==> src/rtl/ram_access_ctrl.sv <==
// -----------------------------------------------------------------------------
// ram_access_ctrl
//   Command stage in front of a single-port synchronous RAM. A write or read
//   command is taken over a valid/ready handshake and turned into the RAM
//   control pin sequence. Read data is captured after a fixed pipeline
//   latency, parity-checked and returned over a response handshake. Only one
//   command is in flight at a time.
//
// Ports
//   clk, rst                        rising-edge clock, synchronous active-high reset
//   cmd_valid/cmd_ready             command handshake
//   cmd_wr, cmd_addr, cmd_data      command payload (1 = write, 0 = read)
//   rsp_valid/rsp_ready             read response handshake
//   rsp_data, rsp_perr              read data and its parity-mismatch flag
//   perr_count                      saturating count of parity mismatches
//   ram_blk_sel, ram_addr_en,
//   ram_wr_en, ram_rd_en,
//   ram_dout_en, ram_addr, ram_din  RAM control/address/data pins (registered)
//   ram_dout, ram_parity            RAM read data and its parity pin
// -----------------------------------------------------------------------------
module ram_access_ctrl #(
  parameter int MEM_WIDTH    = 16,
  parameter int ADDR_SIZE    = 10,
  parameter int RD_LATENCY   = 2,
  parameter int PARITY_CHECK = 1
) (
  input  logic                 clk,
  input  logic                 rst,
  input  logic                 cmd_valid,
  output logic                 cmd_ready,
  input  logic                 cmd_wr,
  input  logic [ADDR_SIZE-1:0] cmd_addr,
  input  logic [MEM_WIDTH-1:0] cmd_data,
  output logic                 rsp_valid,
  input  logic                 rsp_ready,
  output logic [MEM_WIDTH-1:0] rsp_data,
  output logic                 rsp_perr,
  output logic [7:0]           perr_count,
  output logic                 ram_blk_sel,
  output logic                 ram_addr_en,
  output logic                 ram_wr_en,
  output logic                 ram_rd_en,
  output logic                 ram_dout_en,
  output logic [ADDR_SIZE-1:0] ram_addr,
  output logic [MEM_WIDTH-1:0] ram_din,
  input  logic [MEM_WIDTH-1:0] ram_dout,
  input  logic                 ram_parity
);

  typedef enum logic [1:0] {
    S_IDLE  = 2'd0,
    S_ISSUE = 2'd1,
    S_WAIT  = 2'd2,
    S_RESP  = 2'd3
  } state_t;

  // WAIT lasts RD_LATENCY cycles: the counter counts down to zero inclusive.
  localparam logic [2:0] LAT_LOAD = 3'(RD_LATENCY - 1);

  function automatic logic [7:0] sat_inc8(input logic [7:0] v);
    return (v == 8'hFF) ? v : v + 8'd1;
  endfunction

  state_t               r_state;
  state_t               w_state_nxt;
  logic [2:0]           r_lat_cnt;

  logic                 r_cmd_ready;
  logic                 r_rsp_valid;
  logic [MEM_WIDTH-1:0] r_rsp_data;
  logic                 r_rsp_perr;
  logic [7:0]           r_perr_count;
  logic                 r_ram_blk_sel;
  logic                 r_ram_addr_en;
  logic                 r_ram_wr_en;
  logic                 r_ram_rd_en;
  logic                 r_ram_dout_en;
  logic [ADDR_SIZE-1:0] r_ram_addr;
  logic [MEM_WIDTH-1:0] r_ram_din;

  logic                 w_accept;
  logic                 w_sample;
  logic                 w_perr;
  logic                 w_cmd_ready_nxt;
  logic                 w_rsp_valid_nxt;
  logic                 w_blk_sel_nxt;
  logic                 w_addr_en_nxt;
  logic                 w_wr_en_nxt;
  logic                 w_rd_en_nxt;
  logic                 w_dout_en_nxt;

  // cmd_ready is only ever high in IDLE, so this is an IDLE-state accept.
  assign w_accept = cmd_valid & r_cmd_ready;
  assign w_sample = (r_state == S_WAIT) && (r_lat_cnt == 3'd0);
  assign w_perr   = (PARITY_CHECK != 0) && ((^ram_dout) != ram_parity);

  // State register
  always_ff @(posedge clk) begin
    if (rst) begin
      r_state <= S_IDLE;
    end else begin
      r_state <= w_state_nxt;
    end
  end

  // Next state and next values of the registered outputs
  always_comb begin
    w_state_nxt     = r_state;
    w_cmd_ready_nxt = 1'b0;
    w_rsp_valid_nxt = 1'b0;
    w_blk_sel_nxt   = 1'b0;
    w_addr_en_nxt   = 1'b0;
    w_wr_en_nxt     = 1'b0;
    w_rd_en_nxt     = 1'b0;
    w_dout_en_nxt   = 1'b0;

    case (r_state)
      S_IDLE:  if (w_accept) w_state_nxt = S_ISSUE;
      // ram_wr_en is high in ISSUE exactly when the command is a write.
      S_ISSUE: w_state_nxt = r_ram_wr_en ? S_IDLE : S_WAIT;
      S_WAIT:  if (r_lat_cnt == 3'd0) w_state_nxt = S_RESP;
      S_RESP:  if (rsp_ready) w_state_nxt = S_IDLE;
      default: w_state_nxt = S_IDLE;
    endcase

    w_cmd_ready_nxt = (w_state_nxt == S_IDLE);
    w_rsp_valid_nxt = (w_state_nxt == S_RESP);
    w_blk_sel_nxt   = (w_state_nxt == S_ISSUE) || (w_state_nxt == S_WAIT);
    w_addr_en_nxt   = (w_state_nxt == S_ISSUE);
    w_dout_en_nxt   = (w_state_nxt == S_WAIT);
    // ISSUE is entered only from an accept, so the strobes follow cmd_wr.
    w_wr_en_nxt     = w_accept &  cmd_wr;
    w_rd_en_nxt     = w_accept & ~cmd_wr;
  end

  // Read-latency counter
  always_ff @(posedge clk) begin
    if (rst) begin
      r_lat_cnt <= 3'd0;
    end else if (r_state == S_ISSUE) begin
      r_lat_cnt <= LAT_LOAD;
    end else if ((r_state == S_WAIT) && (r_lat_cnt != 3'd0)) begin
      r_lat_cnt <= r_lat_cnt - 3'd1;
    end
  end

  // Output registers
  always_ff @(posedge clk) begin
    if (rst) begin
      r_cmd_ready   <= 1'b0;
      r_rsp_valid   <= 1'b0;
      r_rsp_data    <= '0;
      r_rsp_perr    <= 1'b0;
      r_perr_count  <= 8'd0;
      r_ram_blk_sel <= 1'b0;
      r_ram_addr_en <= 1'b0;
      r_ram_wr_en   <= 1'b0;
      r_ram_rd_en   <= 1'b0;
      r_ram_dout_en <= 1'b0;
      r_ram_addr    <= '0;
      r_ram_din     <= '0;
    end else begin
      r_cmd_ready   <= w_cmd_ready_nxt;
      r_rsp_valid   <= w_rsp_valid_nxt;
      r_ram_blk_sel <= w_blk_sel_nxt;
      r_ram_addr_en <= w_addr_en_nxt;
      r_ram_wr_en   <= w_wr_en_nxt;
      r_ram_rd_en   <= w_rd_en_nxt;
      r_ram_dout_en <= w_dout_en_nxt;
      if (w_accept) begin
        r_ram_addr <= cmd_addr;
        r_ram_din  <= cmd_data;
      end
      if (w_sample) begin
        r_rsp_data <= ram_dout;
        r_rsp_perr <= w_perr;
        if (w_perr) r_perr_count <= sat_inc8(r_perr_count);
      end
    end
  end

  assign cmd_ready   = r_cmd_ready;
  assign rsp_valid   = r_rsp_valid;
  assign rsp_data    = r_rsp_data;
  assign rsp_perr    = r_rsp_perr;
  assign perr_count  = r_perr_count;
  assign ram_blk_sel = r_ram_blk_sel;
  assign ram_addr_en = r_ram_addr_en;
  assign ram_wr_en   = r_ram_wr_en;
  assign ram_rd_en   = r_ram_rd_en;
  assign ram_dout_en = r_ram_dout_en;
  assign ram_addr    = r_ram_addr;
  assign ram_din     = r_ram_din;

endmodule

==> config.mk <==
export PLATFORM = sky130hd
export DESIGN_NAME = ram_access_ctrl
export DESIGN_NICKNAME = d
export VERILOG_FILES = /design/src/rtl/ram_access_ctrl.sv
export SDC_FILE = /design/constraint.sdc
export NUM_CORES = 1
export LEC_CHECK = 0
export CAP_MARGIN = 5
export CORE_MARGIN = 5
export CORE_UTILIZATION = 46
export DETAILED_ROUTE_END_ITERATION = 16
export PLACE_DENSITY = 0.85
export SLEW_MARGIN = 10
export SYNTH_ARGS = -nofsm -noshare
export SYNTH_HDL_FRONTEND = slang
export SYNTH_SLANG_ARGS = --single-unit
==> constraint.sdc <==
create_clock -name clk -period 5.9 [get_ports clk]
set_clock_uncertainty 0.05 [all_clocks]
set_input_delay 1.77 -clock clk [delete_from_list [all_inputs] [get_ports clk]]
set_output_delay 1.77 -clock clk [all_outputs]
set_load 0.02 [all_outputs]
==> results of run 1 <==
-- state kept, by name, indices dropped and copies added (netlist names), 2 cells and up --
name	count
perr_count	8
r_lat_cnt	3
r_state	2
ram_addr	10
ram_din	16
rsp_data	16
-- kinds of logic after synthesis --
| group | count (synthesis) | synth area share [%] |
|---|---|---|
| xor gates and xnor gates | 12 | 6.34 |
| DFF | 63 | 49.9 |
| and+or+nand+nor | 133 | 22.8 |
| AOI/OAI and AO/OA | 64 | 14.2 |
| adders and majority gates | 4 | 1.98 |
| muxes | 3 | 1.24 |
| buffers and inverters | 24 | 3.61 |
-- power groups by stage --
stage	Combinational, mW	Clock (mW)	Sequential (mW)
after detailed placement	0.286	0	0.488
final	0.283	0.370	0.478
after floorplan	0.133	0	0.521
after CTS	0.287	0.377	0.479
after global placement	0.278	0	0.486
after global routing	0.310	0.396	0.483
-- layout by cell type (no fill, tap or decap), types with 2 or more instances in the layout --
master and n:
xnor3_1 4, dfxtp_1 63, clkbuf_8 11, xnor2_1 7, ha_1 4, mux2i_1 2
clkdlybuf4s50_1 104, or4_1 4, nand3_1 3, clkinv_2 3, and3_1 2, nand4_1 2
nor3_1 6, nand2b_1 2, nor2_1 10, nor2b_1 3, nand2_1 93, o31ai_1 4
inv_1 6, nor3b_1 2, a31oi_1 2, or3_1 2, o21ai_0 2, a21oi_1 50
-- per-layer routing --
layer / up-vias / part of all wire (%) / routed length (um) / global-route usage, %
met4: 0 / 1.5 / 102 / 8.33
met2: 87 / 46 / 3070 / 30.4
met1: 1103 / 43 / 2860 / 21.8
met5: - / 0 / 0 / 0
li1: 1216 / - / - / -
met3: 10 / 9.9 / 663 / 8.79
-- critical path: cells and delay by family --
kind	cells	cell delay, ns
compound gates	1	0.27
xor+xnor	3	1.19
buf+inv	1	0.48
simple gates	1	0.59
-- worst max-delay path by stage --
stage,to,startpoint,cells past startpoint,slack (ns)
2_1_floorplan,perr_count[6],ram_dout[12],5,2.25
3_3_place_gp,perr_count[6],ram_dout[12],6,1.52
3_5_place_dp,perr_count[6],ram_dout[12],6,1.45
4_1_cts,perr_count[6],ram_dout[12],6,1.79
5_1_grt,perr_count[6],ram_dout[12],6,1.64
6_report,perr_count[6],ram_dout[12],6,1.80
-- area by class of cell --
type	instances	area, um^2	area share [%]
multi-input cells	216	1180	31.0
repair buffers	106	1050	27.7
clock inverters	4	45.0	1.18
well taps	72	90.1	2.37
clock buffers	11	151	3.98
flip-flops and latches	63	1260	33.1
inverters	7	26.3	0.690
-- metrics by stage --
step                util, %  cells  power, mW  hold slack, ns  worst slack (ns)
global placement       66.4    464      0.764           0.390              1.52
detailed placement     66.4    464      0.773           0.397              1.45
global route           70.0    479       1.19           0.425              1.64
CTS                    70.0    479       1.14           0.405              1.79
floorplan                 -    303      0.654           0.431              2.25
finish                 70.0    479       1.13           0.404              1.80
==> impl_summary.txt, run 1 <==
----------------------------------------------------
[Logic synthesis]
  Proportion of synthesized chip area in sequential cells ... about half
  Most repeated cell in the gate-level netlist after synthesis ... nand2_1
  Post-synthesis sequential element count ... 63
  Commonest register cell after synthesis ... dfxtp_1
  Share of the synthesized area in the top cell type ... 49.9%
  Largest cells by area after synthesis ... dfxtp_1, nand2_1, a21oi_1
  Syn Std Cell Area ... 2530 um^2
  Most area-hungry cell type in the Yosys netlist ... dfxtp_1
  Cell variety after synth ... 36
  Synth cell count leaders ... nand2_1, dfxtp_1, a21oi_1
  Warning count from the yosys run ... 0
  Share of synthesized flip-flops with an asynchronous set or reset ... 0%
  Synthesized netlist cell count ... 303
  Average size of a mapped cell ... 8.34 um^2
  Syn nets ... 355
  Count of flip-flops with a built-in enable after synthesis ... 0

[Critical path]
  Data arrival, critical path ... 4.30 ns
  Required time of the critical path ... approximately 6 ns
  CP endpoint kind ... register
  Startpoint of the lowest-slack register-to-register path ... r_lat_cnt[0]
  CP startpoint kind ... input port
  Max FO, Critical Path ... 14
  Largest incremental delay on the critical path ... slightly below 0.6 ns
  Library cell contributing the largest single delay on the critical path ... or4_1
  Length in cells of the worst reg-to-reg path ... 7
  Reg-to-reg slack, setup ... 3.22 ns
  Chain of cells forming the critical path ... clkdlybuf4s50_1, xnor3_1, xnor3_1, xnor3_1, or4_1, a221oi_2
  Worst setup path category ... input port to register
  Crit path top cell by count ... xnor3_1
  Reg-to-Reg End ... perr_count[7]

[Pwr]
  Total power divided by cell area ... 297 nW/um^2
  Internal cell power ... about 800 uW
  Clock network fraction of total power ... 32.7%
  Cell leakage power ... 1.36 nW
  Maximum vdd ir drop ... 206 uV
  Proportion of total power due to net switching ... 29.0%
  Comb power frac ... between 20% and 30%
  Sw Pwr ... 329 uW
  Share of total power in sequential cells ... a little over two fifths

[Global route]
  Global-route wire length before repair ... 10.8 mm
  Total grt overflow ... 0
  Pin count of the biggest net entering global routing ... 40
  Number of antenna violations at the first check in global routing ... 0
  Via count of the first global-routing pass ... 2,328
  Total Routing Usage GR ... a little under a fifth

[Floorplanning]
  Die H ... 84.1 um
  Horiz. Die Dim ... 84.1 um
  Floorplan Core Area ... ~5400 um^2
  Top-level port count ... approximately 110
  Area of the die ... between 7000 and 8000 um^2
  Starting density of the core ... 46.5%
  Count of standard-cell rows ... 27

[Timing]
  Unrepaired setup endpoints after global routing ... false
  Actual transition at the worst max-transition pin ... approximately 1.1 ns
  Sum of negative setup slack ... 0 ns
  Fin crit period ... 4.10 ns
  Final Slew Violations ... 0
  Post-route clock period utilization ... 69.5%
  Highest achievable clock rate ... 244 MHz
  Worst rel slew slack ... 22.9%
  Hold Violations, Final ... 0
  Final-report setup violation count ... 0

[Drt]
  Number of DRC violations after detailed routing ... 0
  Remaining antenna violation count ... 0
  Total Routed Length ... about 6.7 mm
  Average via count per standard cell ... 5.04
  TritonRoute pass-1 iters ... 4
  DR WL/cell ... 14.0 um
  Detailed Route Iter0 Violations ... 65
  Overall via count from detail_route ... 2,416

[CTS]
  Clock buffer depth ... 2
  H-Tree Level Count ... 3
  Cells resized by post-CTS repair ... 0
  Clock latency of the later-clocked register in the worst-skew pair ... 0.33 ns
  Post-CTS Setup Repair Bufs ... 0
  Clock tree from TritonCTS ... yes
  CTS hold repair buffers ... 0
  Count of clock tree sinks ... between 60 and 70
  Num CTS Buffers ... 9
  Reg clk slew, reported paths ... around 0.06 ns
  Root cell of the clock tree ... clkbuf_8

[Run status]
  Outcome ... complete, no violations

[Min path]
  Number of cells on the worst hold path ... 2
  Worst Hold Endpoint ... ram_din[12]
  Hold/Removal Path Class ... register to register
  Origin of the worst min-delay path ... ram_din[12]

[Cells and area]
  Number of fill cells in the layout ... about 430
  Ratio of cells with drive above 1 in the final layout ... 4.91%
  Diode count ... 0
  Final-stage net count ... 455
  Final Instance Area ... 3810 um^2
  Area growth syn-to-layout ... 50.6%

[Place]
  Port buffer count ... 105
  Post-placement cell area ... about 3600 um^2
  Dpl hpwl ... 4.80 mm
  Placer's final routability congestion estimate ... 0.812

[Job]
  Max-cap violation count ... 0

----------------------------------------------------
Note: power is estimated with default switching activity, not from simulation.
==> run 2: changes to the inputs <==
Settings changed: CORE_UTILIZATION 46 to 42, PLACE_DENSITY 0.85 to 0.79.
Clock period 5.9 ns to 4.2 ns, I/O delays scaled along.
==> run 2 against run 1 <==
Against the previous run:
- setup slack got worse by 1.1 ns
- power grew 35%
- first-iteration DRC count increased by 51%
- global-route usage fell by 1.6 points
- via count is 0.50% lower
- largest power group unchanged
- sequential share of layout area grew 0.065 points
- clock power grew 20%
- sequential cell count is the same
- sequential power is 41% higher
- wire length down 1.9%
- non-clock buffer count grew 3
- die area grew 8.4%
==> impl_summary.txt, run 2 (synthesis gave the netlist of run 1 again) <==
----------------------------------------------------
[Timing]
  Hold Violations, Final ... 0 (unchanged)
  Final Slew Violations ... 0 (unchanged)
  Sum of negative setup slack ... 0 ns (unchanged)
  Unrepaired setup endpoints after global routing ... false
  Final-report setup violation count ... 0 (unchanged)
  Highest achievable clock rate ... 289 MHz
  Post-route clock period utilization ... 82.3%
  Fin crit period ... between 3 and 4 ns
  Worst rel slew slack ... 38.6% (+16 points)
  Worst Slack Setup Final ... 0.742 ns (-1.06 ns)
  Actual transition at the worst max-transition pin ... 0.921 ns (-0.229 ns)

[Critical path]
  Largest incremental delay on the critical path ... 0.55 ns (-0.04 ns)
  CP startpoint kind ... input port
  Required time of the critical path ... 4.40 ns (-1.70 ns)
  Max FO, Critical Path ... 8 (-6)
  Chain of cells forming the critical path ... clkdlybuf4s50_1, xnor3_1, xnor3_1, xnor3_1, or4_1, a221oi_2
  Data arrival, critical path ... 3.66 ns (-0.64 ns)
  Library cell contributing the largest single delay on the critical path ... or4_1
  Worst setup path category ... input port to register
  CP endpoint kind ... register
  Crit path top cell by count ... xnor3_1

[CTS]
  Clock buffer depth ... 2 (unchanged)
  Num CTS Buffers ... 9 (unchanged)
  Clock tree from TritonCTS ... yes
  Root cell of the clock tree ... clkbuf_8
  Reg clk slew, reported paths ... 0.07 ns (about the same)
  H-Tree Level Count ... 3 (unchanged)
  CTS hold repair buffers ... 0 (unchanged)
  Count of clock tree sinks ... 63 (unchanged)
  Post-CTS Setup Repair Bufs ... 0 (unchanged)
  Cells resized by post-CTS repair ... 0 (unchanged)
  Clock latency of the later-clocked register in the worst-skew pair ... 0.34 ns (about the same)

[Global route]
  Pin count of the biggest net entering global routing ... 42 (+5.0%)
  Via count of the first global-routing pass ... 2,314 (-0.60%)
  Total grt overflow ... 0 (unchanged)
  Global-route wire length before repair ... 10.4 mm (-3.8%)
  Total Routing Usage GR ... 17.5% (-1.6 points)
  Number of antenna violations at the first check in global routing ... 0 (unchanged)

[Floorplanning]
  Area of the die ... 7670 um^2 (+8.4%)
  Die H ... 87.6 um (+4.1%)
  Top-level port count ... 106 (unchanged)
  Starting density of the core ... 42.9% (-3.5 points)
  Floorplan Core Area ... 5890 um^2 (+8.2%)
  Count of standard-cell rows ... 28 (+3.7%)
  Horiz. Die Dim ... 87.6 um (+4.1%)

[Cells and area]
  Commonest cells after routing, fill and taps aside ... clkdlybuf4s50_1, nand2_1, dfxtp_1
  Ratio of cells with drive above 1 in the final layout ... 5.61% (+0.70 points)
  Diode count ... 0 (unchanged)
  Most common library cell in the layout ignoring fill and taps ... clkdlybuf4s50_1
  Layout Cells excl Fill ... 485 (+1.3%)
  Final-stage net count ... 458 (+0.66%)
  Area growth syn-to-layout ... 50.3%

[Job]
  Max-cap violation count ... 0 (unchanged)

[Place]
  Minimum setup slack after placement ... 0.385 ns (-1.06 ns)
  Port buffer count ... 105 (unchanged)
  Dpl hpwl ... 4.67 mm (-2.7%)
  Placed Cells ... 470 (+1.3%)
  Placer's final routability congestion estimate ... 0.774 (-4.6%)

[Run status]
  Outcome ... complete, no violations

[Drt]
  Average via count per standard cell ... 4.96 (-1.7%)
  Overall via count from detail_route ... 2,404 (-0.50%)
  Remaining antenna violation count ... 0 (unchanged)
  Total Routed Length ... 6.57 mm (-1.9%)
  Detailed Route Iter0 Violations ... 98 (+51%)
  TritonRoute pass-1 iters ... 4 (unchanged)
  Number of DRC violations after detailed routing ... 0 (unchanged)
  DR WL/cell ... 13.5 um (-3.2%)

[Min path]
  Hold/Removal Path Class ... register to register

[Pwr]
  Cell leakage power ... 1.36 nW (about the same)
  Total power divided by cell area ... 402 nW/um^2 (+35%)
  Maximum vdd ir drop ... 246 uV (+19%)
  Overall power of the completed layout ... 1.53 mW (+35%)

----------------------------------------------------
==> run 2: cell count changes in the layout (fill, tap and decap cells not counted), sizes merged <==
cell,delta
buf,+3
bufinv,-1
clkbuf,-1
clkinv,+2
==> run 2: metal layers <==
layer	track usage [%]	up-vias	wire length, um
met4	9.07	0	156
met2	26.1	96	2800
met5	0	-	0
met3	9.60	14	844
li1	-	1222	-
met1	20.0	1072	2770
==> run 2: area by class of cell <==
type	count	area, um^2
fill	503	2090
multi-input combinational	216	1180
clock inverter	5	25.0
clock buffer	10	138
timing repair buffer	109	1080
inverter	7	26.3
tap	75	93.8
sequential	63	1260
==> run 2: critical path, delay by kind of cell <==
| family | cells | cell delay [ns] |
|---|---|---|
| buf+inv | 1 | 0.48 |
| compound gates | 1 | 0.27 |
| simple gates | 1 | 0.55 |
| xor+xnor | 3 | 1.09 |
==> run 2: where the power goes <==
part           internal (mW)  switching, mW
clock network          0.221          0.222
logic                  0.196          0.216
registers              0.645         0.0281
total                   1.06          0.466
==> run 2: path summary, 6_finish.rpt <==
check | start | to | slack [ns] | cells after the start
worst min register to register | ram_din[7] | ram_din[7] | 0.40 | 2
worst max-delay path | ram_dout[12] | perr_count[6] | 0.74 | 6
worst min-delay path | ram_din[7] | ram_din[7] | 0.40 | 2
worst max register to register | r_lat_cnt[0] | perr_count[6] | 1.78 | 6
==> run 2: per-stage QoR <==
stage | hold slack, ns | instance area [um^2] | util [%]
2_1_floorplan | 0.431 | 2530 | -
3_3_place_gp | 0.390 | 3640 | 61.8
3_5_place_dp | 0.396 | 3640 | 61.8
4_1_cts | 0.404 | 3800 | 64.6
5_1_grt | 0.416 | 3800 | 64.6
6_report | 0.402 | 3800 | 64.6
==> run 3: changes to the inputs <==
Clock period 4.2 ns to 3.4 ns, I/O delays scaled along.
==> run 3 against run 2 <==
Against the previous run:
- sequential share of layout area is 0.72 points lower
- clock-buffer cell count up 3
- clock power grew 50%
- first-iteration DRC count grew 6.1%
- highest routed layer unchanged
- utilization up 1.4 points
- register-to-register slack worse by 0.78 ns
- hold slack improved by 0.0024 ns
- setup slack got worse by 0.50 ns
- final area up 2.2%
- die area is the same
- via count is 0.62% higher
- sequential cell count unchanged
==> impl_summary.txt, run 3 (synthesis gave the netlist of run 1 again) <==
----------------------------------------------------
[Run status]
  Outcome ... complete, no violations

[Min path]
  Hold/Removal Path Class ... register to register

[Floorplanning]
  Area of the die ... 7670 um^2 (unchanged)
  Die H ... 87.6 um (unchanged)
  Starting density of the core ... 42.9% (unchanged)
  Floorplan Core Area ... 5890 um^2 (unchanged)
  Count of standard-cell rows ... 28 (unchanged)
  Top-level port count ... 106 (unchanged)
  Horiz. Die Dim ... 87.6 um (unchanged)

[Global route]
  Pin count of the biggest net entering global routing ... 28 (-33%)
  Number of antenna violations at the first check in global routing ... 0 (unchanged)
  Total grt overflow ... 0 (unchanged)
  Via count of the first global-routing pass ... 2,324 (+0.43%)
  Global-route wire length before repair ... 10.7 mm (+3.0%)
  Total Routing Usage GR ... 17.9% (+0.47 points)

[CTS]
  Count of clock tree sinks ... 63 (unchanged)
  Clock tree from TritonCTS ... yes
  CTS hold repair buffers ... 0 (unchanged)
  Root cell of the clock tree ... clkbuf_8
  Clock buffer depth ... 2 (unchanged)
  Clock latency of the later-clocked register in the worst-skew pair ... 0.34 ns (about the same)
  Num CTS Buffers ... 9 (unchanged)
  Post-CTS Setup Repair Bufs ... 0 (unchanged)
  Reg clk slew, reported paths ... 0.07 ns (about the same)
  Cells resized by post-CTS repair ... 0 (unchanged)
  H-Tree Level Count ... 3 (unchanged)

[Drt]
  Number of DRC violations after detailed routing ... 0 (unchanged)
  Average via count per standard cell ... 4.93 (-0.61%)
  Remaining antenna violation count ... 0 (unchanged)
  DR WL/cell ... 13.8 um (+1.6%)
  Overall via count from detail_route ... 2,419 (+0.62%)
  TritonRoute pass-1 iters ... 4 (unchanged)
  Detailed Route Iter0 Violations ... 104 (+6.1%)
  Total Routed Length ... 6.76 mm (+2.9%)

[Critical path]
  Reg-to-reg slack, setup ... 1.00 ns (-0.78 ns)
  Worst setup path category ... input port to register
  Crit path top cell by count ... xnor3_1
  Required time of the critical path ... 3.61 ns (-0.79 ns)
  CP startpoint kind ... input port
  Library cell contributing the largest single delay on the critical path ... or4_1
  Max FO, Critical Path ... 8 (unchanged)
  Data arrival, critical path ... 3.37 ns (-0.29 ns)
  CP endpoint kind ... register
  Largest incremental delay on the critical path ... 0.49 ns (-0.06 ns)
  Chain of cells forming the critical path ... clkdlybuf4s50_1, xnor3_1, xnor3_1, xnor3_1, buf_4, or4_1, a21oi_1

[Cells and area]
  Most common library cell in the layout ignoring fill and taps ... clkdlybuf4s50_1
  Area growth syn-to-layout ... 53.7%
  Ratio of cells with drive above 1 in the final layout ... 6.73% (+1.1 points)
  Number of fill cells in the layout ... 488 (-3.0%)
  Layout Cells excl Fill ... 491 (+1.2%)
  Final-stage net count ... 463 (+1.1%)
  Final core occ ... 66.0% (+1.4 points)
  Commonest cells after routing, fill and taps aside ... clkdlybuf4s50_1, nand2_1, dfxtp_1
  Diode count ... 0 (unchanged)

[Timing]
  Hold Violations, Final ... 0 (unchanged)
  Final-report setup violation count ... 0 (unchanged)
  Final Slew Violations ... 0 (unchanged)
  Unrepaired setup endpoints after global routing ... false
  Actual transition at the worst max-transition pin ... 0.701 ns (-0.221 ns)
  Highest achievable clock rate ... 317 MHz
  Fin crit period ... 3.16 ns
  Worst rel slew slack ... 53.3% (+15 points)
  Worst Hold Margin ... 0.405 ns (+0.00235 ns)
  Post-route clock period utilization ... 92.8%

[Place]
  Dpl hpwl ... 4.88 mm (+4.3%)
  Port buffer count ... 105 (unchanged)
  Placed Cells ... 475 (+1.1%)
  Placer's final routability congestion estimate ... 0.764 (-1.4%)

[Pwr]
  Maximum vdd ir drop ... 325 uV (+32%)
  Total power divided by cell area ... 527 nW/um^2 (+31%)
  Cell leakage power ... 1.41 nW (+3.2%)

[Job]
  Max-cap violation count ... 0 (unchanged)

----------------------------------------------------
==> run 3: final cells by class <==
| type | instances | area (um^2) | area share (%) |
|---|---|---|---|
| well taps | 75 | 93.8 | 2.42 |
| clock inverters | 3 | 40.0 | 1.03 |
| multi-input cells | 216 | 1180 | 30.4 |
| flip-flops and latches | 63 | 1260 | 32.5 |
| repair buffers | 114 | 1110 | 28.7 |
| inverters | 7 | 26.3 | 0.677 |
| clock buffers | 13 | 169 | 4.35 |
==> run 3: final timing paths <==
path                                   start            end  depth (start not counted)
worst min-delay path             rsp_data[4]    rsp_data[4]                          2
worst max-delay path            ram_dout[12]  perr_count[7]                          7
worst max register to register  r_lat_cnt[0]  perr_count[6]                          6
worst min register to register   rsp_data[4]    rsp_data[4]                          2
==> run 3: through the flow <==
| stage | area, um^2 | power [mW] | setup TNS (ns) | setup slack, ns |
|---|---|---|---|---|
| 6_report | 3880 | 2.05 | 0 | 0.243 |
| 5_1_grt | 3880 | 2.16 | 0 | 0.132 |
| 4_1_cts | 3880 | 2.07 | 0 | 0.237 |
| 3_5_place_dp | 3670 | 1.40 | -0.356 | -0.115 |
| 3_3_place_gp | 3670 | 1.38 | -0.131 | -0.0494 |
| 2_1_floorplan | 2530 | 1.14 | 0 | 0.501 |
==> run 3: layer usage <==
metal	vias up	global-route usage, %	routed length [um]
met2	93	27.8	3070
met3	10	8.09	795
met5	-	0	0
li1	1229	-	-
met4	0	8.23	105
met1	1087	21.3	2790
==> run 3: power by group <==
part / switching [mW] / internal, mW / total [mW] / leakage, nW
clock: 0.271 / 0.396 / 0.667 / 0.109
sequential: 0.0348 / 0.796 / 0.831 / 0.512
combinational: 0.276 / 0.271 / 0.547 / 0.785
total: 0.582 / 1.46 / 2.05 / 1.41
==> run 3: worst max-delay path, delay by kind of cell <==
family,cells,cell delay (ns)
XOR/XNOR,3,1.03
AO/OA/AOI/OAI,1,0.17
buffers and inverters,2,0.66
AND/OR/NAND/NOR,1,0.49
